## config.mk

```make
export PLATFORM = sky130hd
export DESIGN_NAME = hist_ctrl
export DESIGN_NICKNAME = d
export VERILOG_FILES = /design/src/rtl/hist_pkg.sv /design/src/rtl/hist_addr_cnt.sv /design/src/rtl/hist_ctrl.sv
export SDC_FILE = /design/constraint.sdc
export NUM_CORES = 1
export LEC_CHECK = 0
export CAP_MARGIN = 20
export CELL_PAD_IN_SITES_DETAIL_PLACEMENT = 1
export CELL_PAD_IN_SITES_GLOBAL_PLACEMENT = 2
export CORE_MARGIN = 2
export CORE_UTILIZATION = 29
export CTS_CLUSTER_DIAMETER = 50
export DETAILED_ROUTE_END_ITERATION = 12
export PLACE_DENSITY_LB_ADDON = 0.08
export RECOVER_POWER = 25
export SETUP_SLACK_MARGIN = 0.5
export SYNTH_ARGS = -nofsm -noshare
export SYNTH_HDL_FRONTEND = slang
export SYNTH_SLANG_ARGS = --single-unit
```

## constraint.sdc

```tcl
create_clock -name clk -period 3 [get_ports clk]
set_clock_uncertainty 0.15 [all_clocks]
set_input_delay 0.6 -clock clk [delete_from_list [all_inputs] [get_ports clk]]
set_output_delay 0.6 -clock clk [all_outputs]
set_load 0.02 [all_outputs]
```

## src/rtl/hist_pkg.sv

```systemverilog
// ---------------------------------------------------------------------------
// hist_pkg -- shared definitions for the histogram controller.
//   AW        : bin address width (ADC code width)
//   DEPTH     : number of histogram bins
//   N_DEFAULT : default bin width (RAM data width)
//   state_e   : controller state encoding
//   sat_inc   : saturating 32-bit increment for the sample counter
// ---------------------------------------------------------------------------
package hist_pkg;

    localparam int AW        = 10;
    localparam int DEPTH     = 1024;
    localparam int N_DEFAULT = 16;

    typedef enum logic [2:0] {
        IDLE,
        CLEAR,
        ACQ,
        RD_ISSUE,
        RD_WAIT,
        RD_PRESENT,
        DONE
    } state_e;

    // Holds at all-ones instead of wrapping back to zero.
    function automatic logic [31:0] sat_inc(input logic [31:0] v);
        return (v == 32'hFFFF_FFFF) ? v : v + 32'd1;
    endfunction

endpackage

```

## src/rtl/hist_addr_cnt.sv

```systemverilog
// ---------------------------------------------------------------------------
// hist_addr_cnt -- clearable up-counter with terminal-count flag. Walks the
// bin addresses for both the RAM clear sweep and the readout sweep.
//   clk, rst_n : clock, asynchronous active-low reset
//   clr_i      : synchronous clear to 0 (wins over en_i)
//   en_i       : advance by one
//   cnt_o      : current count
//   tc_o       : high while cnt_o == LAST
// ---------------------------------------------------------------------------
module hist_addr_cnt
    import hist_pkg::*;
#(
    parameter int WIDTH = AW,
    parameter int LAST  = DEPTH - 1
) (
    input  logic             clk,
    input  logic             rst_n,
    input  logic             clr_i,
    input  logic             en_i,
    output logic [WIDTH-1:0] cnt_o,
    output logic             tc_o
);

    logic [WIDTH-1:0] cnt_q;
    logic [WIDTH-1:0] cnt_d;

    always_comb begin
        // NOTE: default assignment first so every path drives cnt_d; no latch is inferred.
        cnt_d = cnt_q;
        if (clr_i) begin
            cnt_d = '0;
        end else if (en_i) begin
            cnt_d = cnt_q + 1'b1;
        end
    end

    always_ff @(posedge clk or negedge rst_n) begin
        // NOTE: non-blocking assignment so every flop samples pre-edge values.
        if (!rst_n) begin
            cnt_q <= '0;
        end else begin
            cnt_q <= cnt_d;
        end
    end

    assign cnt_o = cnt_q;
    assign tc_o  = (cnt_q == WIDTH'(LAST));

endmodule

```

## src/rtl/hist_ctrl.sv

```systemverilog
// ---------------------------------------------------------------------------
// hist_ctrl -- histogram acquisition controller.
// Clears the external histogram RAM, turns ADC sample strobes into
// increment requests, then streams every bin out over a valid/ready port.
//   clk, rst_n              : clock, asynchronous active-low reset
//   start, stop             : run control pulses
//   count_limit             : samples to accumulate (0 = until stop)
//   sample_valid, sample    : ADC strobe and code (code = bin address)
//   ram_we, ram_clr,
//   ram_addr                : RAM increment / write-zero port
//   rd_addr, rd_data        : RAM read port (data one cycle after address)
//   out_valid, out_data,
//   out_last, out_ready     : readout stream, out_last on bin DEPTH-1
//   busy, done, samples_seen: status
// ---------------------------------------------------------------------------
module hist_ctrl
    import hist_pkg::*;
#(
    parameter int N     = N_DEFAULT,
    parameter int DEPTH = hist_pkg::DEPTH
) (
    input  logic          clk,
    input  logic          rst_n,
    input  logic          start,
    input  logic          stop,
    input  logic [31:0]   count_limit,
    input  logic          sample_valid,
    input  logic [AW-1:0] sample,
    output logic          ram_we,
    output logic          ram_clr,
    output logic [AW-1:0] ram_addr,
    output logic [AW-1:0] rd_addr,
    input  logic [N-1:0]  rd_data,
    output logic          out_valid,
    output logic [N-1:0]  out_data,
    output logic          out_last,
    input  logic          out_ready,
    output logic          busy,
    output logic          done,
    output logic [31:0]   samples_seen
);

    state_e        state_q;
    logic          ram_we_q;
    logic          ram_clr_q;
    logic [AW-1:0] ram_addr_q;
    logic [AW-1:0] rd_addr_q;
    logic          out_valid_q;
    logic [N-1:0]  out_data_q;
    logic          out_last_q;
    logic          busy_q;
    logic          done_q;
    logic [31:0]   samples_seen_q;
    logic          stop_seen_q;

    logic [AW-1:0] cnt;
    logic [AW-1:0] cnt_inc;
    logic          cnt_tc;
    logic          cnt_clr;
    logic          cnt_en;
    logic          acq_end;

    // Shared bin counter: during CLEAR it tracks the address being zeroed,
    // during readout it tracks the bin k being presented.
    hist_addr_cnt #(
        .WIDTH (AW),
        .LAST  (DEPTH - 1)
    ) u_addr_cnt (
        .clk   (clk),
        .rst_n (rst_n),
        .clr_i (cnt_clr),
        .en_i  (cnt_en),
        .cnt_o (cnt),
        .tc_o  (cnt_tc)
    );

    assign cnt_inc = cnt + 1'b1;

    always_comb begin
        cnt_clr = 1'b0;
        cnt_en  = 1'b0;
        case (state_q)
            IDLE, DONE: cnt_clr = start;
            CLEAR:      cnt_en  = !cnt_tc;
            ACQ:        cnt_clr = 1'b1;  // readout begins at bin 0
            RD_PRESENT: cnt_en  = out_ready && !cnt_tc;
            default:    cnt_en  = 1'b0;
        endcase
    end

    // Exit is judged on registered state: the limit is seen in the same cycle
    // the final ram_we is on the bus, and a stop is remembered for one cycle so
    // a sample strobed alongside it is still written before leaving ACQ.
    assign acq_end = stop_seen_q ||
                     ((count_limit != 32'd0) && (samples_seen_q >= count_limit));

    always_ff @(posedge clk or negedge rst_n) begin
        if (!rst_n) begin
            state_q        <= IDLE;
            ram_we_q       <= 1'b0;
            ram_clr_q      <= 1'b0;
            ram_addr_q     <= '0;
            rd_addr_q      <= '0;
            out_valid_q    <= 1'b0;
            out_data_q     <= '0;
            out_last_q     <= 1'b0;
            busy_q         <= 1'b0;
            done_q         <= 1'b0;
            samples_seen_q <= '0;
            stop_seen_q    <= 1'b0;
        end else begin
            case (state_q)
                IDLE, DONE: begin
                    if (start) begin
                        state_q        <= CLEAR;
                        samples_seen_q <= '0;
                        done_q         <= 1'b0;
                        busy_q         <= 1'b1;
                        ram_clr_q      <= 1'b1;
                        ram_addr_q     <= '0;
                        stop_seen_q    <= 1'b0;
                    end
                end

                CLEAR: begin
                    if (cnt_tc) begin
                        state_q   <= ACQ;
                        ram_clr_q <= 1'b0;
                    end else begin
                        ram_addr_q <= cnt_inc;
                    end
                end

                ACQ: begin
                    if (acq_end) begin
                        state_q     <= RD_ISSUE;
                        ram_we_q    <= 1'b0;
                        rd_addr_q   <= '0;
                        stop_seen_q <= 1'b0;
                    end else begin
                        ram_we_q <= sample_valid;
                        if (sample_valid) begin
                            ram_addr_q     <= sample;
                            samples_seen_q <= sat_inc(samples_seen_q);
                        end
                        if (stop) begin
                            stop_seen_q <= 1'b1;
                        end
                    end
                end

                RD_ISSUE: begin
                    state_q <= RD_WAIT;
                end

                RD_WAIT: begin
                    out_data_q  <= rd_data;
                    out_valid_q <= 1'b1;
                    out_last_q  <= cnt_tc;
                    state_q     <= RD_PRESENT;
                end

                RD_PRESENT: begin
                    if (out_ready) begin
                        out_valid_q <= 1'b0;
                        out_last_q  <= 1'b0;
                        if (cnt_tc) begin
                            state_q <= DONE;
                            busy_q  <= 1'b0;
                            done_q  <= 1'b1;
                        end else begin
                            state_q   <= RD_ISSUE;
                            rd_addr_q <= cnt_inc;
                        end
                    end
                end

                default: begin
                    state_q <= IDLE;
                    busy_q  <= 1'b0;
                end
            endcase
        end
    end

    assign ram_we       = ram_we_q;
    assign ram_clr      = ram_clr_q;
    assign ram_addr     = ram_addr_q;
    assign rd_addr      = rd_addr_q;
    assign out_valid    = out_valid_q;
    assign out_data     = out_data_q;
    assign out_last     = out_last_q;
    assign busy         = busy_q;
    assign done         = done_q;
    assign samples_seen = samples_seen_q;

endmodule

```

==> summary.md <==
| Metric | Value |
|---|---|
| Run status | `complete, no violations` |
| Leak pwr | `3.76 nW` |
| DR WL/cell | `20.3 µm` |
| Rel. slew slack | `12.9%` |
| Maximum root-to-sink buffer count | `2` |
| Leading area contributor after synthesis | `dfrtp_1` |
| CTS Root Cell | `clkbuf_16` |
| Crit path DAT | `2.86 ns` |
| Critical Path Start Type | `register` |
| Synth warnings | `0` |
| Combinational family with the most area after synthesis | `compound AO/OA/AOI/OAI gates` |
| Endpoints failing hold | `0` |
| Dpl ws | `-0.674 ns` |
| Post-route cell area | `9180 µm²` |
| Slew Viols, Final | `0` |
| Maximum clock rate | `0.359 GHz` |
| Commonest non-fill, non-tap cells in the layout | `clkdlybuf4s50_1, dfrtp_1, buf_4, nand2_1, nor2_1` |
| Die area | `19400 µm²` |
| Initial antenna violation count | `0` |
| Cell Area, Synth | `5320 µm²` |
| Ys async rst share | `100%` |
| Share of the synthesized area in the top cell type | `41.4%` |
| Clk slew on worst S/H paths | `0.07 ns` |
| Clk_lat worst skew | `0.35 ns` |
| Crit-path cells | `ha_4 > nand4_1 > nor4_4 > o211ai_1 > buf_4 > a41o_1 > and3_4 > buf_6 > and3_1 > or3_1` |
| P&R area growth vs syn | `72.5%` |
| Initial Utilization | `29.6%` |
| EDFF count, synth | `0` |
| Largest net degree at the start of global routing | `50` |
| Routed wire length | `21000 µm` |
| Total clock sinks | `88` |
| CP max-delay cell | `dfrtp_1` |
| First-pass GRT wire length | `32600 µm` |
| Worst path max stage delay | `0.41 ns` |
| Die Y | `139 µm` |
| Synth area leaders | `dfrtp_1, ha_1, nand2_1, o31ai_1, mux2_2` |
| Routability congestion estimate | `0.822` |
| Post-Synth XOR/XNOR Area | `1.32%` |
| Sequential fraction of the synthesis area | `41.4%` |
| Die W | `139 µm` |
| Synth Area in Adders | `8.00%` |
| Dpl hpwl | `14900 µm` |
| Synth Flop Type | `dfrtp_1` |
| Final worst setup slack | `0.217 ns` |
| Crit Path Category | `reg2reg` |
| Post-synthesis simple-gate area fraction | `18.3%` |
| Crit Path Max Fanout | `4` |
| 1st-iter DRT viols | `141` |
| Port buffer count | `137` |
| Worst-Margin Slew | `1.31 ns` |
| Multiplexer share of the synthesized area | `3.57%` |
| Vias post-DR | `5601` |
| Layout Utilization | `51.1%` |
| Diodes inserted | `0` |
| DR vias/cell | `5.40` |
| FP Rows | `49` |
| Routed Antenna Nets | `0` |
| Critical path endpoint category | `register` |
| Num CTS Buffers | `9` |
| GR Overflow Total | `0` |
| Syn_area_per_cell | `9.17 µm²` |
| HP Class | `in2async` |
| Initial DRT Pass Iterations | `4` |
| Core Area | `18000 µm²` |
| Share of cells above drive strength 1 | `36.3%` |
| Post-Syn Instances | `580` |
| Sum of negative setup slack | `0 ns` |
| # setup viols final | `0` |
| Most common cell after layout, fill and taps aside | `clkdlybuf4s50_1` |
| # IOs | `138` |
| Total track usage | `20.9%` |
| Flops & latches, synth | `88` |
| Vias in the first global route | `6102` |
| CTS tree | `done` |
| DRC Markers | `0` |
| Syn nets | `678` |
| Final total power | `6.32 mW` |
| # nets final | `902` |
| Synth Area in Compound Gates | `21.9%` |
| Placed Cells incl. Taps | `998` |
| Min cycle time layout | `2.78 ns` |
| Placed inst area | `7610 µm²` |
| Worst vdd ir | `0.404 mV` |
| Final period util | `92.8%` |
| Post-synth cell types | `54` |
| Non-Filler Instances | `1038` |
| Power density cells | `689 nW/µm²` |
| H-tree depth | `3` |
| Minimum hold slack | `0.291 ns` |
| CP required | `3.08 ns` |
| RSZ-0062 raised after global routing | `true` |
| Max-Cap Viols | `0` |
-- final timing paths --
check	from	end	slack (ns)	cells past startpoint
min reg2reg	out_valid	out_valid	0.34	1
min	rst_n	rd_addr[0]	0.29	1
max	samples_seen[26]	samples_seen[24]	0.22	10
max in group asynchronous	rst_n	samples_seen[25]	0.55	2
min in group clk	out_valid	out_valid	0.34	1
max reg2reg	samples_seen[26]	samples_seen[24]	0.22	10
-- power by group --
| group | internal (mW) | switching [mW] | leakage (nW) | total (mW) |
|---|---|---|---|---|
| clock network | 0.650 | 0.517 | 0.139 | 1.17 |
| registers | 1.51 | 0.278 | 1.14 | 1.79 |
| logic | 1.62 | 1.74 | 2.48 | 3.37 |
-- state kept, by name, summed over array words and instances, names as in the netlist, 3 cells and up --
register,flops
out_data,16
ram_addr,10
rd_addr,10
samples_seen,32
state_q,3
u_addr_cnt.cnt_o,10
-- synth_stat cells (9+ instances only) --
library cell	count
a2bb2oi_1	9
o311ai_0	16
a21oi_1	28
ha_1	34
o31ai_1	25
nor3_1	9
nor2_1	43
nor4_1	10
nand4_1	9
mux2_2	16
clkbuf_1	11
o21ai_0	35
buf_2	12
dfrtp_1	88
inv_1	42
nand2_1	54
nand3_1	32
-- kinds of logic (layout without fill, tap and decap cells) --
logic type / count (synthesis) / in the layout
DFF: 88 / 88
and+or+nand+nor: 198 / 198
buffers and inverters: 68 / 297
muxes: 17 / 17
adders and majority gates: 34 / 34
AOI/OAI and AO/OA: 167 / 167
xor gates and xnor gates: 8 / 8
-- cell type report --
cell class / count / area (µm²)
sequential: 88 / 2210
timing repair buffer: 239 / 2290
inverter: 42 / 173
tap: 229 / 287
fill: 1940 / 8780
multi-input combinational: 424 / 3930
clock buffer: 10 / 229
clock inverter: 6 / 67.6
-- critical path, delay by kind of cell (launching register included) --
kind,cells,cell delay (ns)
AND/OR/NAND/NOR,5,1.19
buffers and inverters,2,0.28
AO/OA/AOI/OAI,2,0.35
adder cells (fa/ha/maj),1,0.29
flip-flops,1,0.41
-- timing repair --
item	4_1_cts	5_1_grt
gates resized for setup	178	124
setup endpoints to repair	59	65
hold buffers	0	0
gates cloned	3	3
setup buffers	12	6
pin swaps	25	47
-- per-layer routing --
layer  vias to the layer above  part of all wire, %  global-route usage, %
li1                       2616                    -                      -
met1                      2833                   41                   25.0
met2                       113                   53                   38.2
met3                        39                  3.0                   2.89
met4                         0                  3.2                   7.87
met5                         -                    0                      0
Note: power is estimated with default switching activity, not from simulation.
